==> config.mk <==
export PLATFORM = sky130hd
export DESIGN_NAME = mpsoc_ahb_spram_initiator
export DESIGN_NICKNAME = d
export VERILOG_FILES = /design/src/rtl/mpsoc_ahb_spram_initiator.sv
export SDC_FILE = /design/constraint.sdc
export NUM_CORES = 1
export LEC_CHECK = 0
export ABC_AREA = 1
export BUFFER_PORTS_ARGS = -buffer_cell sky130_fd_sc_hd__buf_2
export CORE_MARGIN = 4
export CORE_UTILIZATION = 30
export CTS_CLUSTER_SIZE = 10
export DETAILED_ROUTE_END_ITERATION = 10
export PLACE_DENSITY = 0.65
export SLEW_MARGIN = 30
export SYNTH_ARGS = -nofsm -noshare
export SYNTH_HDL_FRONTEND = slang
export SYNTH_SLANG_ARGS = --single-unit
==> constraint.sdc <==
create_clock -name HCLK -period 5.3 [get_ports HCLK]
set_input_delay 1.06 -clock HCLK [delete_from_list [all_inputs] [get_ports HCLK]]
set_output_delay 1.06 -clock HCLK [all_outputs]
set_load 0.1 [all_outputs]
==> src/rtl/mpsoc_ahb_spram_initiator.sv <==
// AHB-Lite initiator: turns single local commands (SINGLE or INCR bursts of
// 1..16 beats) into pipelined AHB-Lite transfers. Bursts restart with NONSEQ
// at every 1 KB boundary, and a two-cycle ERROR response aborts the command.
module mpsoc_ahb_spram_initiator #(
  parameter int HADDR_SIZE = 64,
  parameter int HDATA_SIZE = 32
) (
  input  logic                  HCLK,
  input  logic                  HRESET,
  input  logic                  req_i,
  input  logic                  req_we_i,
  input  logic [HADDR_SIZE-1:0] req_addr_i,
  input  logic [2:0]            req_size_i,
  input  logic [4:0]            req_len_i,
  input  logic [3:0]            req_prot_i,
  output logic                  busy_o,
  output logic                  done_o,
  output logic                  err_o,
  input  logic [HDATA_SIZE-1:0] wdat_i,
  output logic                  wdat_ack_o,
  output logic [HDATA_SIZE-1:0] rdat_o,
  output logic                  rdat_valid_o,
  output logic [HADDR_SIZE-1:0] HADDR,
  output logic [HDATA_SIZE-1:0] HWDATA,
  output logic                  HWRITE,
  output logic [2:0]            HSIZE,
  output logic [2:0]            HBURST,
  output logic [3:0]            HPROT,
  output logic [1:0]            HTRANS,
  output logic                  HMASTLOCK,
  input  logic [HDATA_SIZE-1:0] HRDATA,
  input  logic                  HREADY,
  input  logic                  HRESP
);

  localparam logic [1:0] TRANS_IDLE   = 2'b00;
  localparam logic [1:0] TRANS_NONSEQ = 2'b10;
  localparam logic [1:0] TRANS_SEQ    = 2'b11;
  localparam logic [2:0] BURST_SINGLE = 3'b000;
  localparam logic [2:0] BURST_INCR   = 3'b001;

  typedef enum logic [2:0] {ST_IDLE, ST_ADDR, ST_BURST, ST_LAST, ST_ERR} state_t;

  state_t                  state_reg, state_next;
  logic [HADDR_SIZE-1:0]   haddr_reg;
  logic [HDATA_SIZE-1:0]   hwdata_reg;
  logic                    hwrite_reg;
  logic [2:0]              hsize_reg;
  logic [2:0]              hburst_reg;
  logic [3:0]              hprot_reg;
  logic [1:0]              htrans_reg;
  logic [4:0]              cnt_reg;      // address phases left, including the one on the bus
  logic                    dphase_reg;   // a data phase is in progress this cycle
  logic                    done_reg;
  logic                    err_reg;

  logic                    addr_phase;
  logic                    addr_accept;
  logic                    dphase_err;
  logic [4:0]              len_eff;
  logic [HADDR_SIZE-1:0]   addr_aligned;
  logic [HADDR_SIZE-1:0]   addr_incr;
  logic [HADDR_SIZE-1:0]   addr_next;

  // Shared events: address accepted, first cycle of an ERROR response, length clamp
  always_comb begin
    addr_phase   = (state_reg == ST_ADDR) || (state_reg == ST_BURST);
    addr_accept  = addr_phase && HREADY;
    dphase_err   = dphase_reg && HRESP && !HREADY;
    len_eff      = req_len_i;
    if (req_len_i == 5'd0) begin
      len_eff = 5'd1;
    end else if (req_len_i > 5'd16) begin
      len_eff = 5'd16;
    end
    addr_aligned = req_addr_i & ({HADDR_SIZE{1'b1}} << req_size_i);
    addr_incr    = {{(HADDR_SIZE-1){1'b0}}, 1'b1} << hsize_reg;
    addr_next    = haddr_reg + addr_incr;
  end

  // State register
  always_ff @(posedge HCLK) begin
    if (HRESET) begin
      state_reg <= ST_IDLE;
    end else begin
      state_reg <= state_next;
    end
  end

  // Next-state logic
  always_comb begin
    state_next = state_reg;
    case (state_reg)
      ST_IDLE:  if (req_i) state_next = ST_ADDR;
      ST_ADDR,
      ST_BURST: begin
        if (dphase_err) begin
          state_next = ST_ERR;
        end else if (addr_accept) begin
          state_next = (cnt_reg == 5'd1) ? ST_LAST : ST_BURST;
        end
      end
      ST_LAST: begin
        if (dphase_err) begin
          state_next = ST_ERR;
        end else if (HREADY) begin
          state_next = ST_IDLE;
        end
      end
      ST_ERR:   if (HREADY && HRESP) state_next = ST_IDLE;
      default:  state_next = ST_IDLE;
    endcase
  end

  // Combinational outputs: busy, write-data pop, read-data stream
  always_comb begin
    busy_o       = (state_reg != ST_IDLE);
    wdat_ack_o   = addr_accept && hwrite_reg;
    rdat_valid_o = dphase_reg && !hwrite_reg && HREADY && !HRESP;
    rdat_o       = rdat_valid_o ? HRDATA : '0;
  end

  // Registered bus outputs, beat counter and completion pulses
  always_ff @(posedge HCLK) begin
    if (HRESET) begin
      haddr_reg  <= '0;
      hwdata_reg <= '0;
      hwrite_reg <= 1'b0;
      hsize_reg  <= 3'b000;
      hburst_reg <= BURST_SINGLE;
      hprot_reg  <= 4'b0011;
      htrans_reg <= TRANS_IDLE;
      cnt_reg    <= 5'd0;
      dphase_reg <= 1'b0;
      done_reg   <= 1'b0;
      err_reg    <= 1'b0;
    end else begin
      done_reg <= 1'b0;
      err_reg  <= 1'b0;
      case (state_reg)
        ST_IDLE: begin
          if (req_i) begin
            haddr_reg  <= addr_aligned;
            htrans_reg <= TRANS_NONSEQ;
            hwrite_reg <= req_we_i;
            hsize_reg  <= req_size_i;
            hburst_reg <= (len_eff == 5'd1) ? BURST_SINGLE : BURST_INCR;
            hprot_reg  <= req_prot_i;
            cnt_reg    <= len_eff;
            dphase_reg <= 1'b0;
          end
        end
        ST_ADDR,
        ST_BURST: begin
          if (dphase_err) begin
            // Drop the pending address phase and every beat behind it
            htrans_reg <= TRANS_IDLE;
            dphase_reg <= 1'b0;
          end else if (HREADY) begin
            dphase_reg <= 1'b1;
            if (hwrite_reg) begin
              hwdata_reg <= wdat_i;
            end
            if (cnt_reg == 5'd1) begin
              htrans_reg <= TRANS_IDLE;
            end else begin
              cnt_reg    <= cnt_reg - 5'd1;
              haddr_reg  <= addr_next;
              htrans_reg <= (addr_next[9:0] == 10'd0) ? TRANS_NONSEQ : TRANS_SEQ;
            end
          end
        end
        ST_LAST: begin
          if (dphase_err) begin
            dphase_reg <= 1'b0;
          end else if (HREADY) begin
            dphase_reg <= 1'b0;
            done_reg   <= 1'b1;
          end
        end
        ST_ERR: begin
          if (HREADY && HRESP) begin
            done_reg <= 1'b1;
            err_reg  <= 1'b1;
          end
        end
        default: ;
      endcase
    end
  end

  assign HADDR     = haddr_reg;
  assign HWDATA    = hwdata_reg;
  assign HWRITE    = hwrite_reg;
  assign HSIZE     = hsize_reg;
  assign HBURST    = hburst_reg;
  assign HPROT     = hprot_reg;
  assign HTRANS    = htrans_reg;
  assign HMASTLOCK = 1'b0;
  assign done_o    = done_reg;
  assign err_o     = err_reg;

endmodule

After elaboration in Yosys (flattened, before gate mapping) --
Index checks and enable logic that the tools add are counted.
Operators by class: reductions and logical operators 26, magnitude comparators 1, bitwise gates (word level) 3, add/sub/neg operators 2, shift operators 2, equal/unequal tests 14, muxes and demuxes 38
Operators by type and width (count):
- $mux 64 | 4
- $pmux 64 s2 | 1
- $add 64x64->64 | 1
- $and 64x64->64 | 1
- $shl 1x3->64 const A | 1
- $shl 64x3->64 const A | 1
- $mux 32 | 1
- $mux 5 | 6
- $mux 3 | 6
- $pmux 3 s4 | 1
- $reduce_and 4->1 | 3
- $mux 1 | 11
- $eq 5x1->1 const B | 2
- $logic_not 10->1 | 1
- $ne 2x2->1 const B | 5
- $pmux 5 s2 | 1
- $ne 3x3->1 const B | 3
- $logic_and 1x1->1 | 8
- $mux 2 | 4
- $eq 3x2->1 const B | 2
- $reduce_bool 3->1 | 2
- $gt 5x5->1 const B | 1
- $logic_not 5->1 | 1
- $reduce_and 5->1 | 1
- other kinds (14) | 18
Storage, ports and cells: output and inout port bits 147, bits of input ports 146, logic and storage cells 98, flip-flop bits (word level) 120

Longest topological paths before layout --
word-level depth 8, mapped depth 16, gate-level depth less buffers 16

Worst setup path before layout --
Ideal clock, no wire load.
path kind input to output, start in HRESP, end out rdat_o[10], path slack -1874 ps, buffers on the path 1, cell stages on the path 4, arrival time 6114 ps, data required time 4240 ps, path through nor4_1 -> inv_1 -> clkbuf_1 -> nor2_1
On the way: word-level cells in the longest chain between the ends 3
RTL lines:
- from (decl) | RTL line 33 | input logic HRESP
- $logic_not 1->1 | RTL line 119 | rdat_valid_o = dphase_reg && !hwrite_reg && HREADY && !HRESP;
- $logic_and 1x1->1 | RTL line 119
- $mux 32 | RTL line 120 | rdat_o = rdat_valid_o ? HRDATA : '0;
- to (decl) | RTL line 21 | output logic [HDATA_SIZE-1:0] rdat_o,
No other way between the ends.

Worst setup path after layout --
start reg state_reg[2], end out wdat_ack_o
On the way: word-level cells in the longest chain between the ends 4, elaborated cells between the ends (all ways) 5, those cells by class eq/ne: 2; reduce/logical: 3
RTL lines:
- from (decl) | RTL line 44 | state_t state_reg, state_next;
- from (signal assigned) | RTL line 86 | state_reg <= state_next;
- $eq 3x1->1 or $eq 3x2->1 (tied branches) | RTL line 67 | addr_phase = (state_reg == ST_ADDR) || (state_reg == ST_BURST);
- $logic_or 1x1->1 * | RTL line 67
- $logic_and 1x1->1 * | RTL line 68 | addr_accept = addr_phase && HREADY;
- $logic_and 1x1->1 * | RTL line 118 | wdat_ack_o = addr_accept && hwrite_reg;
- to (decl) | RTL line 20 | output logic wdat_ack_o,
Every way passes the cells marked *; elsewhere a longest branch is shown, timed or not.

==> results.md <==
- The tree is rooted in a clkbuf_16.
- The number of global-route vias before repair is 9,480.
- Across the routed clock network, the largest skew measured is 0.0151 ns.
- By area the synthesized netlist is led by dfxtp_1, nand2_1, nor2_1.
- The capturing point of the worst reg2reg path is HWDATA[11].
- The post-synthesis cell type with the largest combined area is dfxtp_1.
- The leakage power summed over all cells is 5.07 nW.
- The floorplan step defined a core boundary enclosing around 26,000 um^2.
- Across the run, the number of max-cap violations was 0.
- After filler insertion, the fill cell instance count of the layout stands at 2,859.
- Once the clock tree was built, the resizer swapped 0 gates to a different size.
- Summing all multi-input logic gate instances after layout gives 4850 um^2.
- The number of pins with negative max-slew slack in the final report is 0.
- The kind of end point of the critical path is an output pin.
- The most common cell in the synthesized netlist is nand2_1.
- Summed over all nets, the half-perimeter wirelength after detailed placement is approximately 26,000 um.
- The transition time at the pin with the least slew margin is 0.902 ns.
- The wire length of the first global-routing pass is 51,100 um.
- The startpoint identified for the worst hold timing path is HTRANS[1].
- The global-route total usage across every layer is 22.1%.
- Counting flops with a built-in enable in the synthesized netlist gives 0.
- The count of endpoints failing hold in the final timing report came to 0.
- The initial utilization of the core area, before any placement, comes to 30.6%.
- The number of warnings reported in the yosys synthesis log is 0.
- The post-synth design cell area is ~8000 um^2.
- In this run the biggest area consumer among cell types represents 29.4% of the synthesized area.
- From left edge to right edge, the die measures roughly 170 um.
- The sum of internal, switching and leakage power is about 4 mW.
- The final worst-path cycle share is 83.4%.
- The normalized max-slew margin is between 30% and 40%.
- For this design the ratio of total power to cell area is roughly 380 nW/um^2.
- VDD sags by at most 0.199 mV.
- The first-pass detailed-route iteration total is 5.
- The worst hold path stage count is 2.
- Wires add up to 33,400 um.
- The total number of placement rows is 59.
- The number of I/O pins is 293.
- The via total after detailed routing is 9,918.
- The shortest period the worst path allows is roughly 4.4 ns.
- The mean area per synthesized cell is 5.70 um^2.
- Setup repair after global routing left no endpoint under its margin.
- Along the worst path, the maximum fanout reaches 53.
- The die footprint is 29,500 um^2.
- In this run, synthesis produced a sequential element count of 118.
- The kind of cell adding the most delay to the critical path is buffers and inverters.
- The TritonCTS buffer count is 17.
- The flow ran to the end, and the final reports show no timing, DRC or antenna violations.
- After detailed routing, the number of remaining DRC violations is 0.
- TritonCTS built the clock tree.
- The number of clock sinks is 118.
- The data arrival time of the worst path is 3.36 ns.
- The critical path class is flip-flop to output pin.
- The count of final setup violators is 0.
- Derived from the worst setup path, the maximum achievable clock frequency is 226 MHz.
- The critical path contains buffers and inverters numbering 4 combined.
- The count of buffers added on input and output ports is 289.
- The number of nets in the layout is around 1,800.
- Sequential elements use about 29% of the synthesized area.
- In this run the worst hold path is classified as flip-flop to flip-flop.
- The largest buffer count on any clock path is 2.
- Setup slack on the worst reg-to-reg path comes out at 1.82 ns.
- The count of H-tree levels built during CTS is 4.
- The number of antenna violations at the first check in global routing is 3.
- The kind of start point of the critical path is a flip-flop.
- For this run, the share of the core covered by cells in the final layout is 39.4%.
- Once the clock tree was built, the setup fixing pass inserted 0 buffers.
- The repair_antennas step left the layout with diodes totalling 0.
- For hold timing, the worst endpoint is HTRANS[1].
- The worst-skew pair later-pin latency is 0.43 ns.
- Entering global routing, the biggest net connects 79 pins.
- The cell with the largest stage delay on the worst path is clkinv_2.
- The required time of the critical path is 4.24 ns.
- On the worst path, the slowest cell contributes a delay of 0.83 ns.
- The distinct cell type count of the synthesized netlist is 39.
- At the end of routability-driven placement, the weighted congestion stood at 0.976.
- The number of cells on the worst reg-to-reg path is 11.
- The number of routed nets with antenna violations is 0.
- The clock slew at the register clock pins of the worst setup and hold paths is 0.06 ns.
- The layout-stage area growth over the synthesis result is 28.6%.
- The async set or reset register ratio after synthesis is 0%.
- The average wire length per cell after detail routing is 16.6 um.
- Setup total negative slack on the finished layout was measured at 0 ns.
- Walking the worst path, the cells encountered are inv_2 -> nand2_1 -> nor2_4 -> clkinv_2 -> nor2_2 -> inv_2 -> nor2_4 -> buf_2.
- The share of layout cells above drive strength 1 is a little over a fifth.
- The synthesized instance count is roughly 1,400.
- The number of buffers inserted by hold repair at cts is 0.
- The worst register-to-register path begins at state_reg[2].
- For this run the aggregate overflow at the end of global routing stands at 0.
- The register with the most flip-flops in the layout has 64 of them.
- After the first detailed-routing iteration, the DRC count stood at 671.
- The via density per instance is 4.92.
- In the synthesized netlist the dominant register cell turns out to be dfxtp_1.
- Sorting the synthesized cells by how often they occur yields nand2_1, nor2_1, inv_1, dfxtp_1, nand3_1.
- The register area is approximately 2400 um^2.
- The vertical die dimension is 172 um.
==> logic make-up (layout without fill, tap and decap cells) <==
| family | count (synthesis) | after routing | share of synthesized area [%] |
|---|---|---|---|
| AO/OA/AOI/OAI | 198 | 198 | 13.1 |
| XOR/XNOR | 10 | 10 | 1.09 |
| adder cells (fa/ha/maj) | 11 | 11 | 1.81 |
| buffers and inverters | 215 | 485 | 10.6 |
| flip-flops | 118 | 118 | 29.4 |
| other | 1 | 3 | 0.0467 |
| AND/OR/NAND/NOR | 855 | 855 | 43.9 |
==> worst register-to-register path: stages, from the launching register on <==
cell	delay, ns
dfxtp_1	0.33
inv_2	0.10
nand2_1	0.10
nor2_4	0.55
clkinv_2	0.84
nor2_2	0.37
inv_2	0.10
nor2_4	0.11
buf_4	0.31
inv_2	0.31
nor2_1	0.20
nor2_1	0.06
==> cell type report <==
| type | count | share of cell area, % |
|---|---|---|
| clock inverter | 15 | 1.74 |
| clock buffer | 17 | 4.12 |
| tap | 335 | 4.06 |
| multi-input combinational | 1077 | 46.9 |
| inverter | 158 | 5.75 |
| timing repair buffer | 295 | 14.6 |
| sequential | 118 | 22.9 |
==> power by group <==
group          internal, mW  total [mW]  switching [mW]
combinational         0.313        1.52            1.21
sequential            0.993        1.16           0.165
clock                 0.715        1.24           0.520
total                  2.02        3.91            1.89
==> worst max path at each step <==
stage	from	to	depth (start not counted)	slack, ns
after floorplan	HRESP	rdat_o[10]	4	0.31
after global placement	HRESP	rdat_o[10]	5	1.71
after detailed placement	HRESP	rdat_o[31]	5	1.62
after CTS	state_reg[2]	wdat_ack_o	8	1.20
after global routing	state_reg[2]	wdat_ack_o	8	0.69
final	state_reg[2]	wdat_ack_o	8	0.88
==> cell usage in the layout (no fill, tap or decap), drive strengths merged <==
cell | Yosys | layout
bufinv | 0 | 2
clkinv | 1 | 3
nor2b | 1 | 1
nand4 | 36 | 36
inv | 157 | 167
nand3 | 102 | 102
nand2 | 389 | 389
a211oi | 2 | 2
clkbuf | 34 | 17
xnor2 | 3 | 3
dfxtp | 118 | 118
buf | 23 | 295
or2 | 4 | 4
a21oi | 88 | 88
nor2 | 293 | 293
o2111ai | 2 | 2
a22oi | 1 | 1
o21ai | 92 | 92
xor2 | 7 | 7
ha | 10 | 10
clkinvlp | 0 | 1
nand3b | 8 | 8
o211ai | 4 | 4
nor3 | 20 | 20
and2 | 1 | 1
a31oi | 9 | 9
nor4 | 1 | 1
conb | 1 | 3
fa | 1 | 1
==> per-stage QoR <==
stage                     hold WS [ns]  cells  cell area, um^2  setup slack (ns)
after global placement           0.450   1983             9720              1.71
final                            0.464   2015            10300             0.881
after CTS                        0.469   2015            10300              1.20
after global routing             0.490   2015            10300             0.690
after detailed placement         0.460   1983             9720              1.62
after floorplan                  0.464   1410             8050             0.311
==> routing by layer <==
layer / track usage, % / share of wire [%]
met1: 26.8 / 42
met2: 38.7 / 48
met3: 4.99 / 7.2
met4: 7.65 / 3.2
met5: 0 / 0.087
Power figures use the tool's default switching activity.
